**src/rtl/rom_loader_pkg.sv**
```systemverilog
// Shared types and widths for the boot-time ROM loader.
// Optional checksum byte is enabled by defining ROM_LOADER_CHECKSUM_EN.
package rom_loader_pkg;

   localparam int INST_ADDR_W = 32;
   localparam int INST_W      = 32;
   localparam int IDX_W       = 13;
   localparam int LEN_W       = 16;

   localparam logic [INST_ADDR_W-1:0] DEF_BASE_ADDR = 32'h0000_0000;
   localparam int                     DEF_MAX_WORDS = 4096;

   typedef enum logic [2:0] {
      S_IDLE   = 3'd0,
      S_LEN_LO = 3'd1,
      S_LEN_HI = 3'd2,
      S_DATA   = 3'd3,
      S_WRITE  = 3'd4,
      S_CHECK  = 3'd5,
      S_DONE   = 3'd6,
      S_ERR    = 3'd7
   } state_t;

   // Byte address of word idx counted from base.
   function automatic logic [INST_ADDR_W-1:0] word_addr(
      input logic [INST_ADDR_W-1:0] base,
      input logic [IDX_W-1:0]       idx
   );
      return base + {{(INST_ADDR_W-IDX_W-2){1'b0}}, idx, 2'b00};
   endfunction

endpackage

```
**src/rtl/rom_loader_if.sv**
```systemverilog
// Byte-stream input and ROM write-port output of the ROM loader.
interface rom_loader_if;

   // A byte moves on a rising edge where byte_valid_i and byte_ready_o are
   // both high; byte_ready_o is registered and the source may drop
   // byte_valid_i at any time without consequence.
   logic        start_i;
   logic        byte_valid_i;
   logic [7:0]  byte_i;
   logic        byte_ready_o;
   logic [31:0] w_addr_o;
   logic        w_en_o;
   logic [31:0] w_data_o;
   logic        busy_o;
   logic        done_o;
   logic        err_o;
   logic        cpu_hold_o;

   modport master (
      output start_i, byte_valid_i, byte_i,
      input  byte_ready_o, w_addr_o, w_en_o, w_data_o,
      input  busy_o, done_o, err_o, cpu_hold_o
   );

   modport slave (
      input  start_i, byte_valid_i, byte_i,
      output byte_ready_o, w_addr_o, w_en_o, w_data_o,
      output busy_o, done_o, err_o, cpu_hold_o
   );

endinterface

```
**src/rtl/rom_loader_packer.sv**
```systemverilog
// Little-endian shift-in packer: four accepted bytes form one 32-bit word,
// first byte ending up in bits [7:0].
module rom_loader_packer
   import rom_loader_pkg::*;
(
   input  logic              clk,
   input  logic              rst,
   input  logic              clear,
   input  logic              byte_en,
   input  logic [7:0]        byte_in,
   output logic [INST_W-1:0] packed_word,
   output logic              word_ready
);

   logic [INST_W-1:0] word;
   logic [1:0]        count;

   // Word as it stands once the current byte is shifted in, so the caller can
   // register a complete word on the same edge that takes the 4th byte.
   assign packed_word = {byte_in, word[INST_W-1:8]};
   assign word_ready  = byte_en && (count == 2'd3);

   always_ff @(posedge clk or negedge rst) begin
      if (!rst) begin
         word  <= '0;
         count <= 2'd0;
      end else if (clear) begin
         word  <= '0;
         count <= 2'd0;
      end else if (byte_en) begin
         word  <= packed_word;
         count <= count + 2'd1;
      end
   end

endmodule

```
**src/rtl/rom_loader.sv**
```systemverilog
// Length-prefixed byte stream to 32-bit instruction ROM writer; holds the core
// while loading. Define ROM_LOADER_CHECKSUM_EN to require a trailing XOR byte.
module rom_loader
   import rom_loader_pkg::*;
#(
   parameter logic [INST_ADDR_W-1:0] BASE_ADDR = DEF_BASE_ADDR,
   parameter int                     MAX_WORDS = DEF_MAX_WORDS
) (
   input  logic        clk,
   input  logic        rst,
   rom_loader_if.slave bus,
   output state_t      dbg_state
);

   localparam logic [LEN_W:0] MAX_LEN = (LEN_W+1)'(MAX_WORDS);

   state_t                 state;
   logic [7:0]             len_lo;
   logic [LEN_W-1:0]       len;
   logic [IDX_W-1:0]       idx;
   logic                   byte_ready;
   logic [INST_ADDR_W-1:0] w_addr;
   logic                   w_en;
   logic [INST_W-1:0]      w_data;
   logic                   busy;
   logic                   done;
   logic                   err;
   logic                   cpu_hold;
`ifdef ROM_LOADER_CHECKSUM_EN
   logic [7:0]             csum;
`endif

   logic                   accept;
   logic                   restart;
   logic                   data_en;
   logic [LEN_W-1:0]       len_n;
   logic                   len_bad;
   logic [IDX_W-1:0]       idx_inc;
   logic                   last_word;
   logic [INST_W-1:0]      pk_word;
   logic                   pk_last;

   assign accept    = bus.byte_valid_i && byte_ready;
   assign restart   = bus.start_i &&
                      ((state == S_IDLE) || (state == S_DONE) || (state == S_ERR));
   assign data_en   = accept && (state == S_DATA);
   assign len_n     = {bus.byte_i, len_lo};
   assign len_bad   = (len_n == '0) || ({1'b0, len_n} > MAX_LEN);
   assign idx_inc   = idx + 1'b1;
   assign last_word = ({{(LEN_W-IDX_W){1'b0}}, idx_inc} == len);

   rom_loader_packer u_packer (
      .clk         (clk),
      .rst         (rst),
      .clear       (restart),
      .byte_en     (data_en),
      .byte_in     (bus.byte_i),
      .packed_word (pk_word),
      .word_ready  (pk_last)
   );

   always_ff @(posedge clk or negedge rst) begin
      if (!rst) begin
         state      <= S_IDLE;
         len_lo     <= '0;
         len        <= '0;
         idx        <= '0;
         byte_ready <= 1'b0;
         w_addr     <= '0;
         w_en       <= 1'b0;
         w_data     <= '0;
         busy       <= 1'b0;
         done       <= 1'b0;
         err        <= 1'b0;
         cpu_hold   <= 1'b0;
`ifdef ROM_LOADER_CHECKSUM_EN
         csum       <= '0;
`endif
      end else if (restart) begin
         // Same entry path from IDLE, DONE (reload) and ERR (retry).
         state      <= S_LEN_LO;
         idx        <= '0;
         byte_ready <= 1'b1;
         busy       <= 1'b1;
         done       <= 1'b0;
         err        <= 1'b0;
         cpu_hold   <= 1'b1;
`ifdef ROM_LOADER_CHECKSUM_EN
         csum       <= '0;
`endif
      end else begin
         case (state)
            S_LEN_LO: begin
               if (accept) begin
                  len_lo <= bus.byte_i;
                  state  <= S_LEN_HI;
               end
            end
            S_LEN_HI: begin
               if (accept) begin
                  len <= len_n;
                  if (len_bad) begin
                     state      <= S_ERR;
                     byte_ready <= 1'b0;
                     busy       <= 1'b0;
                     err        <= 1'b1;
                  end else begin
                     state <= S_DATA;
                  end
               end
            end
            S_DATA: begin
               if (accept) begin
`ifdef ROM_LOADER_CHECKSUM_EN
                  csum <= csum ^ bus.byte_i;
`endif
                  if (pk_last) begin
                     state      <= S_WRITE;
                     byte_ready <= 1'b0;
                     w_en       <= 1'b1;
                     w_addr     <= word_addr(BASE_ADDR, idx);
                     w_data     <= pk_word;
                  end
               end
            end
            S_WRITE: begin
               w_en <= 1'b0;
               idx  <= idx_inc;
               if (last_word) begin
`ifdef ROM_LOADER_CHECKSUM_EN
                  state      <= S_CHECK;
                  byte_ready <= 1'b1;
`else
                  state    <= S_DONE;
                  busy     <= 1'b0;
                  done     <= 1'b1;
                  cpu_hold <= 1'b0;
`endif
               end else begin
                  state      <= S_DATA;
                  byte_ready <= 1'b1;
               end
            end
`ifdef ROM_LOADER_CHECKSUM_EN
            S_CHECK: begin
               if (accept) begin
                  byte_ready <= 1'b0;
                  busy       <= 1'b0;
                  if (bus.byte_i == csum) begin
                     state    <= S_DONE;
                     done     <= 1'b1;
                     cpu_hold <= 1'b0;
                  end else begin
                     // Words already written stay; the core remains held.
                     state <= S_ERR;
                     err   <= 1'b1;
                  end
               end
            end
`endif
            default: ;
         endcase
      end
   end

   assign bus.byte_ready_o = byte_ready;
   assign bus.w_addr_o     = w_addr;
   assign bus.w_en_o       = w_en;
   assign bus.w_data_o     = w_data;
   assign bus.busy_o       = busy;
   assign bus.done_o       = done;
   assign bus.err_o        = err;
   assign bus.cpu_hold_o   = cpu_hold;
   assign dbg_state        = state;

endmodule

```
**src/flat_wrapper.sv**
```systemverilog
// flat-port wrapper written by rule: the top's interface ports become plain ports
module rom_loader_flat import rom_loader_pkg::*;
#(
   parameter logic [INST_ADDR_W-1:0] BASE_ADDR = DEF_BASE_ADDR,
   parameter int                     MAX_WORDS = DEF_MAX_WORDS
)
  (clk, rst, dbg_state, bus_start_i, bus_byte_valid_i, bus_byte_i, bus_byte_ready_o, bus_w_addr_o, bus_w_en_o, bus_w_data_o, bus_busy_o, bus_done_o, bus_err_o, bus_cpu_hold_o);
  rom_loader_if bus_i ();
  input  logic clk;
  input  logic rst;
  output state_t dbg_state;
  input wire logic [$bits(bus_i.start_i)-1:0] bus_start_i;
  input wire logic [$bits(bus_i.byte_valid_i)-1:0] bus_byte_valid_i;
  input wire logic [$bits(bus_i.byte_i)-1:0] bus_byte_i;
  output wire logic [$bits(bus_i.byte_ready_o)-1:0] bus_byte_ready_o;
  output wire logic [$bits(bus_i.w_addr_o)-1:0] bus_w_addr_o;
  output wire logic [$bits(bus_i.w_en_o)-1:0] bus_w_en_o;
  output wire logic [$bits(bus_i.w_data_o)-1:0] bus_w_data_o;
  output wire logic [$bits(bus_i.busy_o)-1:0] bus_busy_o;
  output wire logic [$bits(bus_i.done_o)-1:0] bus_done_o;
  output wire logic [$bits(bus_i.err_o)-1:0] bus_err_o;
  output wire logic [$bits(bus_i.cpu_hold_o)-1:0] bus_cpu_hold_o;
  assign bus_i.start_i = bus_start_i;
  assign bus_i.byte_valid_i = bus_byte_valid_i;
  assign bus_i.byte_i = bus_byte_i;
  assign bus_byte_ready_o = bus_i.byte_ready_o;
  assign bus_w_addr_o = bus_i.w_addr_o;
  assign bus_w_en_o = bus_i.w_en_o;
  assign bus_w_data_o = bus_i.w_data_o;
  assign bus_busy_o = bus_i.busy_o;
  assign bus_done_o = bus_i.done_o;
  assign bus_err_o = bus_i.err_o;
  assign bus_cpu_hold_o = bus_i.cpu_hold_o;
  rom_loader #(.BASE_ADDR(BASE_ADDR), .MAX_WORDS(MAX_WORDS)) u_core (.clk(clk), .rst(rst), .bus(bus_i), .dbg_state(dbg_state));
endmodule
```
**config.mk**
```make
export PLATFORM = sky130hd
export DESIGN_NAME = rom_loader_flat
export DESIGN_NICKNAME = d
export VERILOG_FILES = /design/src/rtl/rom_loader_pkg.sv /design/src/rtl/rom_loader_if.sv /design/src/rtl/rom_loader_packer.sv /design/src/rtl/rom_loader.sv /design/src/flat_wrapper.sv
export SDC_FILE = /design/constraint.sdc
export NUM_CORES = 1
export LEC_CHECK = 0
export BUFFER_PORTS_ARGS = -buffer_cell sky130_fd_sc_hd__clkbuf_2
export CORE_MARGIN = 3
export CORE_UTILIZATION = 55
export CTS_CLUSTER_DIAMETER = 50
export DETAILED_ROUTE_END_ITERATION = 12
export PLACE_DENSITY = 0.86
export SLEW_MARGIN = 20
export SYNTH_ARGS = -nofsm -noshare
export SYNTH_HDL_FRONTEND = slang
export SYNTH_SLANG_ARGS = --single-unit
```
**constraint.sdc**
```tcl
create_clock -name clk -period 2.35 [get_ports clk]
set_input_delay 0.1175 -clock clk [delete_from_list [all_inputs] [get_ports clk]]
set_output_delay 0.1175 -clock clk [all_outputs]
set_load 0.02 [all_outputs]
```
# Word level (Yosys, flattened, before mapping)
# Cells that the tools add are included.
# totals
word_cells	99
latch_bits	0
register_bits	125
in_bits	12
rom_bits	0
n_memories	0
mem_bits_rw	0
# classes
mul	0
n_eq_ne	17
mux	36
n_lt_le_gt_ge	1
bitwise	1
add_sub_neg	2
n_div	0
reduce_logical	28
n_shift	0
# ops
cell	n
$mux W32	2
$mux W13	2
$mux W3	7
$mux W1	19
$ne A3 B1 Y1 const B	6
$eq A13 B16 Y1	1
$gt A16 B13 Y1 const B	1
$logic_not A16 Y1	1
$reduce_bool A2 Y1	7
$add A13 B1 Y13 const B	1
$pmux W3 S4	1
$reduce_and A4 Y1	3
$eq A3 B3 Y1 const B	3
$reduce_and A3 Y1	3
$eq A3 B2 Y1 const B	2
$reduce_and A6 Y1	1
$reduce_and A5 Y1	1
$reduce_bool A5 Y1	1
$logic_and A1 B1 Y1	4
$mux W2	2
$ne A2 B1 Y1 const B	2
$pmux W1 S2	2
$reduce_bool A4 Y1	1
$eq A3 B1 Y1 const B	1
other kinds (9)	11

# Longest topological paths before layout
# depth
ltp_word	7
depth_mapped	9
depth_no_buf	7

# Cells and area by module
# From an unflattened synthesis, not the netlist that was laid out.
# unflattened
cells_unflattened	466
hier_area_um2	5589.1
# modules_own_cells
module	seq_area_each_um2	cells_per_inst	area_each_um2	instances
rom_loader	2277.2	372	4435.5	1
rom_loader_packer	650.6	94	1153.6	1

# Worst setup path before layout
# No wires, ideal clock.
# synth_timing
path_type	reg-to-reg
from	register u_core.idx[0]
to	register u_core.done (netlist: u_core.bus.done_o)
slack_ns	0.200
arrival_time_ns	2.072
path_stages_with_launch	8
t_required_ns	2.272
setup_ns	0.078
path_cell_list	dfrtp_1 > ha_1 > xor2_1 > or4_1 > nor4_1 > o2111ai_1 > nor4_4 > o21bai_1
# synth_between
elab_chain_len	4
# synth_lines
item	line	rtl
start, declared	rom_loader.sv:20	logic [IDX_W-1:0] idx;
start signal, assigned	rom_loader.sv:128	idx <= idx_inc;
$add A13 B1 Y13	rom_loader.sv:49	assign idx_inc = idx + 1'b1;
$eq A13 B16 Y1	rom_loader.sv:50	assign last_word = ({{(LEN_W-IDX_W){1'b0}}, idx_inc} == len);
$reduce_bool A2 Y1 (no source line)	n/a	
$reduce_and A2 Y1 (no source line)	n/a	
end signal, assigned	rom_loader.sv:73	done <= 1'b0;
end signal, assigned	rom_loader.sv:85	done <= 1'b0;
end signal, assigned	rom_loader.sv:136	done <= 1'b1;
end, declared	rom_loader.sv:26	logic done;
# No other way between the ends.
# A chain may end at the register's enable or synchronous reset.

# Worst setup path after layout
# Same ends and word-level chain as after synthesis.

==> impl_summary.log <==
INFO  metric synth.cell_area = 5558 µm²
INFO  metric floorplan.die.height = around 110 µm
INFO  metric ys_top_cells_by_area = sky130_fd_sc_hd__dfrtp_1 (53%), sky130_fd_sc_hd__mux2_2 (8.5%), sky130_fd_sc_hd__mux2_4 (7.3%)
INFO  metric post_route_cells_drive_above_1_share = 34.09%
INFO  metric timing.max_cap.violations = 0
INFO  metric initial_core_util = 56.60%
INFO  metric min_period_over_period = 101.0%
INFO  metric synth.most_common_cell = sky130_fd_sc_hd__dfrtp_1
INFO  metric global_route_usage_over_all_layers = 23.92%
INFO  metric worst_hold_path_type = input pin to register
INFO  metric cts_tree = yes
INFO  metric clock_transition_time_at_the_flip_flop_clock_pins_of_the_worst_setup_and_hold_paths = 60 ps
INFO  metric netlist_instances = 483
INFO  metric min_period = 2372 ps
INFO  metric post-dp-hpwl = around 8.0 mm
INFO  metric die_width = 106.5 µm
INFO  metric synth_top_area_share = 52.68%
INFO  metric globalRoute.totalOverflow = 0
INFO  metric crit_fanout = 4
INFO  metric cts_root_buffer = sky130_fd_sc_hd__clkbuf_8
INFO  metric synth.largest_area_cell = sky130_fd_sc_hd__dfrtp_1
INFO  metric synth.yosys.seq_area_share = 52.68%
INFO  metric top_cell_types_by_occurrence_after_synthesis = sky130_fd_sc_hd__dfrtp_1 (117), sky130_fd_sc_hd__nand2_1 (65), sky130_fd_sc_hd__mux2_2 (42), sky130_fd_sc_hd__a21oi_1 (32), sky130_fd_sc_hd__mux2_4 (27)
INFO  metric drt.antenna.violating_nets = 0
INFO  metric required = roughly 2800 ps
INFO  metric power-per-cell-area = around 1300 nW/µm²
INFO  metric io_buffer_count = 65
INFO  metric io_pins = 85
INFO  metric std_cell_rows = 36
INFO  metric final_util = 67.83%
INFO  metric failed_checks = setup timing
INFO  metric synth_top_flop_cell = sky130_fd_sc_hd__dfrtp_1
INFO  metric final_report_hold_violation_count = 0
INFO  metric nFillCells = 727
INFO  metric cts.htree.levels = 4
INFO  metric ys_types = 57
INFO  metric clkSinkCount = 117
INFO  metric finalSetupTns = -26.61 ps
INFO  metric leakagePower = 3.229 nW
INFO  metric yosys_warnings = 0
INFO  metric report.power.total = around 8.6 mW
INFO  metric clock-skew-final = 6.652 ps
INFO  metric layout.cells.non_filler = between 700 and 800
INFO  metric grt_setup_unrepaired = yes
INFO  metric drv_slew = 0
INFO  metric ys_async_sr_fraction = 100.0%
INFO  metric initialDrtViolationCount = 257
INFO  metric worstSetupEndpointType = register
INFO  metric num-nets-final = 576
INFO  metric cts_buffers = 17
INFO  metric synth_area_per_cell = between 10 and 15 µm²
INFO  metric synth_edf_count = 0
INFO  metric worst-slew-pin-transition = between 700 and 800 ps
INFO  metric worst_ir_drop_vdd = 645.8 µV
INFO  metric grt_start_max_net_pins = 61
INFO  metric outcome = finished with violations
INFO  metric yosys_register_bits = 117
INFO  metric grt_pass1_wl = 20.87 mm
INFO  metric drt-total-wl = 13.23 mm
INFO  metric route.detailed.wl_per_inst = around 19 µm
INFO  metric max_freq = 421.5 MHz
INFO  metric worst_ep_arrival_time = about 2800 ps
INFO  metric setup.worst_path.class = register to register
INFO  metric viasPerCell = 5.804
INFO  metric drt_drc_violations_left = 0
INFO  metric postLayoutSetupSlackWorst = -22.37 ps
INFO  metric area_delta_synth_final = 19.83%
INFO  metric setup_viol = 2
INFO  metric drt_pre_antenna_iters = 5
INFO  metric vias_in_the_first_global_route = 4132
INFO  metric gpl.final_weighted_congestion = 0.8929
INFO  metric number_of_antenna_violations_at_the_first_check_in_global_routing = 0
INFO  metric detailroute.via_count = 4109
INFO  metric timing.slew.headroom = 48.22%
INFO  metric worst_setup_path_start_kind = register
INFO  metric max-clock-path-buffers = 2
INFO  metric num_antenna_cells = 0
INFO  metric insertion_delay = 530 ps
INFO  metric post-place-cells = 666
INFO  metric core_area = 9819 µm²
INFO  metric floorplan.die_area = roughly 11000 µm²
==> final cells by class <==
type                    instances  area [µm²]  area share (%)
well taps                     133       166.4           2.499
clock buffers                  18       427.9           6.425
repair buffers                 88       550.5           8.266
multi-input cells             331        2411           36.20
clock inverters                14       150.1           2.254
flip-flops and latches        117        2928           43.96
inverters                       7       26.28          0.3945
==> flip-flops by register name (all words and copies together) (netlist names) <==
signal and flops:
u_core.bus.w_data_o 32, u_core.u_packer.word 24, u_core.len 16, u_core.bus.w_addr_o 13, u_core.idx 13, u_core.len_lo 8, u_core.dbg_state 3, u_core.u_packer.count 2
u_core.bus.busy_o 1, u_core.bus.byte_ready_o 1, u_core.bus.cpu_hold_o 1, u_core.bus.done_o 1, u_core.bus.err_o 1, u_core.bus.w_en_o 1
==> worst paths after layout <==
| path | start | to | slack [ps] | cells after the start |
|---|---|---|---|---|
| setup / recovery | u_core.idx[0] | u_core.bus.done_o | -20 | 7 |
| hold / removal | bus_byte_valid_i | u_core.bus.byte_ready_o | 110 | 4 |
| setup reg to reg | u_core.idx[0] | u_core.bus.done_o | -20 | 7 |
| hold reg to reg | u_core.bus.w_addr_o[12] | u_core.bus.w_addr_o[12] | 500 | 1 |
| max in group asynchronous | rst | u_core.idx[4] | 1390 | 3 |
| min in group asynchronous | rst | u_core.bus.w_addr_o[10] | 210 | 2 |
==> logic make-up (layout without fill, tap and decap cells) <==
| family | count (synthesis) | in the layout | synth area share, % |
|---|---|---|---|
| AO/OA/AOI/OAI | 81 | 81 | 8.622 |
| AND/OR/NAND/NOR | 139 | 139 | 13.12 |
| multiplexers | 72 | 72 | 16.34 |
| other | 1 | 19 | 0.06747 |
| buffers and inverters | 53 | 127 | 5.875 |
| flip-flops | 117 | 117 | 52.68 |
| XOR/XNOR | 18 | 18 | 2.837 |
| adder cells (fa/ha/maj) | 2 | 2 | 0.4502 |
==> metrics by stage <==
stage               hold slack, ps  worst slack, ps  instance area [µm²]
floorplan                   -178.1            199.6                 5625
global placement             236.1            70.25                 5944
detailed placement           252.9            12.25                 5944
CTS                          92.28            31.86                 6635
global route                 142.7           -108.7                 6660
finish                       105.9           -22.37                 6660
==> metal layers <==
metal / routed length (µm) / track usage [%]
met5: 0 / 0
met4: 319 / 10.14
met3: 810 / 5.768
met2: 6761 / 40.27
met1: 5333 / 29.56
==> report_power, final <==
part | internal (mW) | switching (mW) | leakage [nW] | total, mW
Combinational | 1.19 | 1.59 | 1.41 | 2.78
Sequential | 2.71 | 0.605 | 1.55 | 3.32
Clock | 1.55 | 0.978 | 0.279 | 2.52
==> critical path, stage by stage, from the launching register on <==
cell,delay (ps)
sky130_fd_sc_hd__dfrtp_1,440
sky130_fd_sc_hd__ha_4,280
sky130_fd_sc_hd__xor2_1,140
sky130_fd_sc_hd__or4_4,450
sky130_fd_sc_hd__nor4_4,210
sky130_fd_sc_hd__o2111ai_2,200
sky130_fd_sc_hd__nor4_4,400
sky130_fd_sc_hd__o21bai_1,160
==> placed cells by master (no fill, tap or decap), drive strengths merged, types with 11 or more instances in the layout <==
cell / count
o21ai: 22
a21oi: 33
conb: 19
mux2: 69
nor2: 21
nand2: 65
inv: 11
dfrtp: 117
buf: 14
xnor2: 12
clkbuf: 82
==> timing repair <==
| action | CTS | global route |
|---|---|---|
| resized for setup | 2 | 3 |
| pin swaps | 0 | 2 |
| hold buffers | 10 | 0 |
| setup endpoints to repair | 4 | 6 |
| hold endpoints to repair | 90 | 0 |
| setup buffers | 0 | 0 |
(Power assumes the default switching activity.)
